**src/rtl/regfile_access_ctrl.sv**
```systemverilog
// regfile_access_ctrl
// Initiator side of the register file port set. Writebacks are buffered in a
// small FIFO and drained one per cycle into the register file. Operand reads
// return a registered response one cycle after acceptance.
// Build option: REGFILE_BYPASS_EN
//   defined     - pending writebacks forward to operand reads, reads never stall
//   not defined - a read stalls while a pending writeback targets one of its
//                 nonzero sources, then takes register file data
module regfile_access_ctrl #(
    parameter int DEPTH = 4,
    parameter int AW    = 5,
    parameter int DW    = 32
) (
    input  logic                   clock,
    input  logic                   reset,
    input  logic                   wb_valid,
    output logic                   wb_ready,
    input  logic [AW-1:0]          wb_rd,
    input  logic [DW-1:0]          wb_data,
    input  logic                   rd_req_valid,
    output logic                   rd_req_ready,
    input  logic [AW-1:0]          rd_rs1,
    input  logic [AW-1:0]          rd_rs2,
    output logic                   rd_rsp_valid,
    output logic [DW-1:0]          rd_rsp_data1,
    output logic [DW-1:0]          rd_rsp_data2,
    output logic [AW-1:0]          rf_addr_rs1,
    output logic [AW-1:0]          rf_addr_rs2,
    output logic [AW-1:0]          rf_addr_rd,
    output logic [DW-1:0]          rf_data_rd,
    output logic                   rf_write_enable,
    input  logic [DW-1:0]          rf_data_rs1,
    input  logic [DW-1:0]          rf_data_rs2,
    output logic [$clog2(DEPTH):0] pending_count
);

    localparam int PW = $clog2(DEPTH);
    localparam int CW = PW + 1;

    logic [AW-1:0] fifo_rd   [DEPTH];
    logic [DW-1:0] fifo_data [DEPTH];
    logic [PW-1:0] wr_ptr;
    logic [PW-1:0] rd_ptr;
    logic [CW-1:0] count;

    logic          push;
    logic          pop;
    logic          rd_acc;
    logic          hit1;
    logic          hit2;
    logic [PW-1:0] idx;
    logic [DW-1:0] op1;
    logic [DW-1:0] op2;
`ifdef REGFILE_BYPASS_EN
    logic [DW-1:0] fwd1;
    logic [DW-1:0] fwd2;
`endif

    // Writes to x0 complete the handshake but are dropped; the head drains
    // every cycle the FIFO holds anything.
    assign wb_ready        = (count != CW'(DEPTH));
    assign push            = wb_valid && wb_ready && (wb_rd != '0);
    assign pop             = (count != '0);
    assign rf_write_enable = pop;
    assign rf_addr_rd      = fifo_rd[rd_ptr];
    assign rf_data_rd      = fifo_data[rd_ptr];
    assign rf_addr_rs1     = rd_rs1;
    assign rf_addr_rs2     = rd_rs2;
    assign pending_count   = count;
    assign rd_acc          = rd_req_valid && rd_req_ready;

    // FIFO storage; contents are only meaningful below count, so no reset.
    always_ff @(posedge clock) begin
        if (push) begin
            fifo_rd[wr_ptr]   <= wb_rd;
            fifo_data[wr_ptr] <= wb_data;
        end
    end

    // Pointers and occupancy; pending entries are discarded on reset.
    always_ff @(posedge clock or negedge reset) begin
        if (!reset) begin
            wr_ptr <= '0;
            rd_ptr <= '0;
            count  <= '0;
        end else begin
            if (push) wr_ptr <= wr_ptr + 1'b1;
            if (pop)  rd_ptr <= rd_ptr + 1'b1;
            case ({push, pop})
                2'b10:   count <= count + 1'b1;
                2'b01:   count <= count - 1'b1;
                default: count <= count;
            endcase
        end
    end

    // Scan valid entries oldest to youngest so the last match wins. The head
    // is included: the register file commits it at this edge but reads old data.
    always_comb begin
        hit1 = 1'b0;
        hit2 = 1'b0;
        idx  = '0;
`ifdef REGFILE_BYPASS_EN
        fwd1 = '0;
        fwd2 = '0;
`endif
        for (int k = 0; k < DEPTH; k++) begin
            idx = rd_ptr + PW'(k);
            if (CW'(k) < count) begin
                if ((rd_rs1 != '0) && (fifo_rd[idx] == rd_rs1)) begin
                    hit1 = 1'b1;
`ifdef REGFILE_BYPASS_EN
                    fwd1 = fifo_data[idx];
`endif
                end
                if ((rd_rs2 != '0) && (fifo_rd[idx] == rd_rs2)) begin
                    hit2 = 1'b1;
`ifdef REGFILE_BYPASS_EN
                    fwd2 = fifo_data[idx];
`endif
                end
            end
        end
    end

    // Operand select: x0 reads zero, otherwise forwarded or register file data.
    always_comb begin
        op1 = '0;
        op2 = '0;
        if (rd_rs1 != '0) op1 = rf_data_rs1;
        if (rd_rs2 != '0) op2 = rf_data_rs2;
`ifdef REGFILE_BYPASS_EN
        if (hit1) op1 = fwd1;
        if (hit2) op2 = fwd2;
`endif
    end

`ifdef REGFILE_BYPASS_EN
    assign rd_req_ready = 1'b1;
`else
    // Hold off a read until every pending write to its sources has committed.
    assign rd_req_ready = ~(hit1 | hit2);
`endif

    // Registered operand response; data holds between responses.
    always_ff @(posedge clock or negedge reset) begin
        if (!reset) begin
            rd_rsp_valid <= 1'b0;
            rd_rsp_data1 <= '0;
            rd_rsp_data2 <= '0;
        end else begin
            rd_rsp_valid <= rd_acc;
            if (rd_acc) begin
                rd_rsp_data1 <= op1;
                rd_rsp_data2 <= op2;
            end
        end
    end

endmodule

```
**config.mk**
```make
export PLATFORM = sky130hd
export DESIGN_NAME = regfile_access_ctrl
export DESIGN_NICKNAME = d
export VERILOG_FILES = /design/src/rtl/regfile_access_ctrl.sv
export SDC_FILE = /design/constraint.sdc
export NUM_CORES = 1
export LEC_CHECK = 0
export BUFFER_PORTS_ARGS = -buffer_cell sky130_fd_sc_hd__buf_2
export CORE_UTILIZATION = 49
export CTS_BUF_LIST = sky130_fd_sc_hd__clkbuf_16
export DETAILED_ROUTE_END_ITERATION = 16
export HOLD_SLACK_MARGIN = 0.02
export PLACE_DENSITY = 0.87
export SYNTH_ARGS = -nofsm -noshare
export SYNTH_HDL_FRONTEND = slang
export SYNTH_SLANG_ARGS = --single-unit
```
**constraint.sdc**
```tcl
create_clock -name clock -period 2.3 [get_ports clock]
set_input_delay 0.46 -clock clock [delete_from_list [all_inputs] [get_ports clock]]
set_output_delay 0.46 -clock clock [all_outputs]
set_load 0.1 [all_outputs]
```
==> results of run 1 <==
-- state kept, by name, summed over array words and instances, names as in the netlist --
signal,count
rd_ptr,2
rd_rsp_data1,32
rd_rsp_data2,32
fifo_data,128
pending_count,3
fifo_rd,20
rd_rsp_valid,1
wr_ptr,2
-- worst register-to-register path, stage by stage (launching register included) --
cell and delay, ps:
dfrtp_4 460, buf_6 140, buf_12 130, mux4_2 540, xor2_2 180, nor3_2 160
nand3_1 110, a21boi_1 150, o21ai_1 120, buf_4 170, nand3_4 160, buf_12 170
clkbuf_16 160, mux2i_1 200
-- repair_timing --
action / in CTS / in global routing
cloned: 8 / 2
hold buffers: 1 / 0
endpoints found under the setup margin: 105 / 105
endpoints found under the hold margin: 15 / 0
pin swaps: 15 / 14
setup buffers: 22 / 8
gates resized for setup: 152 / 37
-- synthesized netlist by cell type, types with 2 or more instances --
cell type / number / share of area (%)
ha_1: 9 / 1.1
clkbuf_1: 15 / 0.57
nor3_1: 9 / 0.46
dfrtp_1: 72 / 18
nor3b_1: 3 / 0.23
and2_1: 5 / 0.32
nand2_1: 72 / 2.7
xnor2_1: 34 / 3.0
mux2i_1: 84 / 8.5
nor4_1: 3 / 0.19
mux4_2: 41 / 9.4
buf_2: 5 / 0.25
nor2_1: 7 / 0.27
buf_1: 7 / 0.27
inv_1: 70 / 2.7
buf_12: 6 / 1.2
nand3_1: 3 / 0.15
edfxtp_1: 148 / 45
mux2_2: 2 / 0.23
buf_6: 4 / 0.46
nand4_1: 2 / 0.13
xor2_1: 16 / 1.4
a31oi_1: 2 / 0.13
a21oi_1: 4 / 0.20
buf_4: 11 / 0.84
o21ai_0: 2 / 0.10
o2111ai_1: 2 / 0.18
mux2i_2: 3 / 0.42
-- cells in the final DEF (no fill, tap or decap), drive strengths merged, types with 2 or more instances in the layout --
master and n:
diode 2, dfrtp 72, inv 74, bufinv 5, a31oi 2, edfxtp 148
xor2 16, clkinv 5, nor3 9, nand3 5, clkinvlp 6, o2111ai 2
and2 5, nor2 7, nor4 3, o21ai 3, xnor2 34, mux2 3
ha 9, nand2 72, nand4 2, buf 322, nor3b 3, mux2i 87
a21oi 4, mux4 41, clkbuf 26
-- layer usage --
layer  up-vias  global-route usage [%]  part of all wire (%)
met1      3286                    27.5                    36
li1       2925                       -                     -
met5         -                       0                 0.089
met4         4                    10.1                   4.9
met3       104                    5.43                   6.9
met2       303                    42.1                    52
-- kinds of logic after synthesis --
kind of cell	synth area share, %
DFF	63.4
muxes	18.7
buffers and inverters	6.32
and+or+nand+nor	5.01
xor gates and xnor gates	4.45
AOI/OAI and AO/OA	0.978
adders and majority gates	1.14
-- how the worst max path moves through the flow --
stage | start | slack [ps] | endpoint
3_5_place_dp | rd_ptr[0] | -600 | rd_req_ready
3_3_place_gp | rd_ptr[0] | -580 | rd_req_ready
5_1_grt | rd_ptr[0] | -1120 | rd_req_ready
6_report | rd_ptr[0] | -1010 | rd_req_ready
4_1_cts | rd_ptr[0] | -950 | rd_req_ready
2_1_floorplan | rd_ptr[0] | -630 | rd_req_ready
-- metrics by stage --
step	area [um2]	cells
3_3_place_gp	11700	1175
2_1_floorplan	9930	655
4_1_cts	13500	1241
6_report	13600	1243
5_1_grt	13600	1242
3_5_place_dp	11700	1175
-- layout make-up --
cell class                 instances  area, um2
sequential                       220       6260
antenna                            2       5.00
clock inverter                    19        246
inverter                          71        267
fill                            1205       5950
tap                              265        332
clock buffer                      24        601
timing repair buffer             325       2610
multi-input combinational        317       3320
==> results.yml, run 1 <==
setup_path:
  rrSetupSlack_ps: -630
  crit_buf_inv: 2
  rr_startpoint: "rd_ptr[0]"
  reg2reg_depth: 13
  timing.critical_path.depth: 9
  cp-end-kind: "output pin"
  arrival_ps: 2850
  max_stage_delay_ps: 520
  worstPathMaxFanout: 4
  crit_path_cell_trace: "buf_4 -> mux2i_1 -> mux2_2 -> xnor2_1 -> or4_1 -> o32ai_2 -> a31oi_2 -> and2_4 -> buf_12"
  crit_slowest_cell: "dfrtp_4"
  rr_endpoint: "rd_rsp_data2[7]"
  cp_data_required_time_ps: 1840
  start_kind: "flop"
  crit_family: "simple AND/OR/NAND/NOR gates"
  worstSetupPathType: "reg -> out"
floorplan:
  num_rows: 51
  core_um2: 19600
  die_w_um: 144
  initial_utilization_pct: 50.3
  dieArea_um2: 20700
  fp.dieH_um: 144
  io_pins: 233
synth:
  async_flop_share_pct: 32.7
  synth_edf_count: 148
  postSynthCellCount: 655
  syn_nets: 779
  syn-cell-area_um2: 9850
  yosys_warnings: 0
  ys.flop_type: "edfxtp_1"
  ys_seq_area_share_pct: 63.4
  syn_area_per_cell_um2: 15.0
  ys_ff_latch: 220
  synth_cell_types: 42
timing:
  tightest_slew_ps: 535
  slew_viol_final: 0
  slew_headroom_pct: 64.6
  setup_viol_count_final: 103
  hold_viol: 0
  setup_slack_ps: -1010
  max_freq_ghz: 0.302
  fin_skew_ps: 6.08
  rsz0062_at_grt: "true"
  setup-tns-final_ps: -47360
  period_needed_ps: 3310
  holdWs_ps: 153
  fin_crit_sh_pct: 144
placement:
  dp_worst_setup_slack_ps: -600
  place.gp.congestion: 0.849
  port_buffers: 232
  dp_hpwl_mm: 15.0
routing:
  drtIter0Drc: 309
  vias: 6622
  post-route-drc-count: 0
  drtPass1Iterations: 4
  vias_per_cell: 5.33
  antenna_left: 0
  wl_per_cell_um: 20.8
  drt_wl_total_mm: 25.9
grt:
  grt_overflow: 0
  grt_pass1_vias: 6784
  grt_pass1_wl_mm: 36.6
  grt_max_degree: 38
  antenna_found_initial: 4
  grt_usage_pct: 23.7
clocking:
  clockBufferDepth: 3
  clkTransAtPathRegs_ps: 60
  cts_tree: "yes"
  clk_latency_ps: 520
  cts.sinks: 220
  htreeDepth: 1
  cts-root-buf: "clkbuf_16"
  cts_buffers: 24
worst_hold_path:
  min_to: "fifo_data[3][2]"
  hold_start: "wb_data[2]"
  hold_depth: 1
  hold_class: "in -> reg"
status:
  status: "complete, but fails checks"
  failed_checks: "setup timing"
final_layout:
  syn_to_final_growth_pct: 38.5
  nNetsFinal: 1083
  drive_gt1_share_pct: 47.8
  utilization_pct: 69.6
job:
  cap_viol_max_count: 0
Power of run 1 is not shown: default switching activity piles up to over one toggle a cycle in this logic, so the estimate is an artifact.
==> inputs of run 2 (changes only) <==
Settings changed: CELL_PAD_IN_SITES_DETAIL_PLACEMENT set to 0, CELL_PAD_IN_SITES_GLOBAL_PLACEMENT set to 1, CORE_UTILIZATION 49 to 40.
==> run 2 against run 1 <==
  * The flow still finishes with violations (setup timing)
  * Flip-flop and latch count stayed put
  * Die area is 22% higher
  * Fmax is 0.73% higher
==> results.yml, run 2 (synthesis gave the netlist of run 1 again) <==
clocking:
  cts-root-buf: "clkbuf_16"
  clockBufferDepth: 3
  clk_latency_ps: 530
  cts_buffers: 24
  cts.sinks: 220
  clkTransAtPathRegs_ps: 60
  cts_tree: "yes"
  htreeDepth: 1
placement:
  dp_worst_setup_slack_ps: -489
  place.gp.congestion: 0.887
  port_buffers: 232
  dp_hpwl_mm: 15.2
routing:
  vias_per_cell: 4.81
  vias: 6210
  drtPass1Iterations: 4
  post-route-drc-count: 0
  wl_per_cell_um: 17.5
  drt_wl_total_mm: 22.6
  antenna_left: 0
  drtIter0Drc: 256
grt:
  grt_overflow: 0
  grt_pass1_vias: 6399
  antenna_found_initial: 3
  grt_usage_pct: 17.6
  grt_pass1_wl_mm: 35.0
  grt_max_degree: 37
timing:
  setup_slack_ps: -991
  slew_headroom_pct: 64.1
  rsz0062_at_grt: "true"
  period_needed_ps: 3290
  slew_viol_final: 0
  tightest_slew_ps: 542
  setup_viol_count_final: 103
  hold_viol: 0
  max_freq_ghz: 0.304
  fin_skew_ps: 17.5
  fin_crit_sh_pct: 143
floorplan:
  fp.dieH_um: 159
  die_w_um: 159
  num_rows: 57
  dieArea_um2: 25200
  core_um2: 24200
  io_pins: 233
  initial_utilization_pct: 40.6
setup_path:
  rr_endpoint: "rd_rsp_data2[9]"
  arrival_ps: 2830
  worstPathMaxFanout: 8
  crit_path_start: "rd_ptr[0]"
  reg2reg_depth: 15
  cp-end-kind: "output pin"
  rr_startpoint: "rd_ptr[0]"
  start_kind: "flop"
  worstSetupPathType: "reg -> out"
  crit_end: "rd_req_ready"
  rrSetupSlack_ps: -940
  cp_data_required_time_ps: 1840
final_layout:
  top_register: "fifo_data"
  layout_commonest_cell: "buf_2"
  syn_to_final_growth_pct: 35.4
  drive_gt1_share_pct: 44.7
  final_cell_mix: "buf_2, edfxtp_1, mux2i_1"
  largest_reg_flops: 128
  reg.largest.list: "fifo_data (128), rd_rsp_data1 (32), rd_rsp_data2 (32)"
  nNetsFinal: 1071
worst_hold_path:
  hold_class: "in -> reg"
job:
  cap_viol_max_count: 0
status:
  failed_checks: "setup timing"
  status: "complete, but fails checks"
-- run 2: cell types whose count changed in the layout (fill, tap and decap cells not counted), sizes merged --
cell / before / now
buf: 322 / 308
bufbuf: 0 / 1
bufinv: 5 / 3
clkbuf: 26 / 28
clkinv: 5 / 12
clkinvlp: 6 / 0
inv: 74 / 76
nand3: 5 / 4
-- run 2: area by class of cell --
class	count	area [um2]
Antenna cell	2	5.00
Tap cell	324	405
Timing Repair Buffer	314	2460
Inverter	71	267
Clock inverter	20	203
Sequential cell	220	6260
Multi-Input combinational cell	316	3130
Clock buffer	24	601
Fill cell	1997	10900
-- run 2: timing repair --
| item | in CTS | in global routing |
|---|---|---|
| cloned | 2 | 4 |
| hold endpoints to repair | 18 | 0 |
| hold buffers | 1 | 0 |
| setup buffers | 9 | 2 |
| gates resized for setup | 109 | 15 |
| setup endpoints to repair | 105 | 104 |
| pin swaps | 4 | 6 |
-- run 2: worst min path at each step --
| stage | from | end | slack (ps) | cells after the start |
|---|---|---|---|---|
| finish | wb_data[9] | fifo_data[1][9] | 150 | 1 |
| global route | wb_data[9] | fifo_data[0][9] | 140 | 1 |
| CTS | wb_data[9] | fifo_data[0][9] | 130 | 1 |
| detailed placement | reset | rd_rsp_data1[19] | 450 | 1 |
| global placement | reset | rd_rsp_data1[19] | 460 | 1 |
| floorplan | reset | pending_count[2] | 160 | 0 |
-- run 2: metal layers --
layer / global-route usage [%] / vias to the layer above / routed length (um)
li1: - / 2901 / -
met1: 21.8 / 3019 / 9190
met2: 30.0 / 234 / 11000
met3: 4.55 / 52 / 1680
met4: 6.08 / 4 / 688
met5: 0 / - / 31
-- run 2: critical path, stage by stage, from the launching register on --
cell	delay (ps)
dfrtp_4	570
mux2i_2	190
mux2_4	290
xnor2_2	130
or4_4	510
o32ai_2	140
a31oi_2	150
and2_4	170
buf_12	160
-- run 2: metrics by stage --
step                std cells  util, %  instance area (um2)  hold slack (ps)  TNS (ps)
floorplan                 655        -                 9930              164    -32710
global placement         1228     48.8                11800              456    -26680
detailed placement       1228     48.8                11800              448    -27250
CTS                      1284     54.3                13200              132    -70390
global route             1290     55.0                13300              139    -86070
finish                   1291     55.0                13300              146    -74570
Power of run 2 is left out for the same reason.
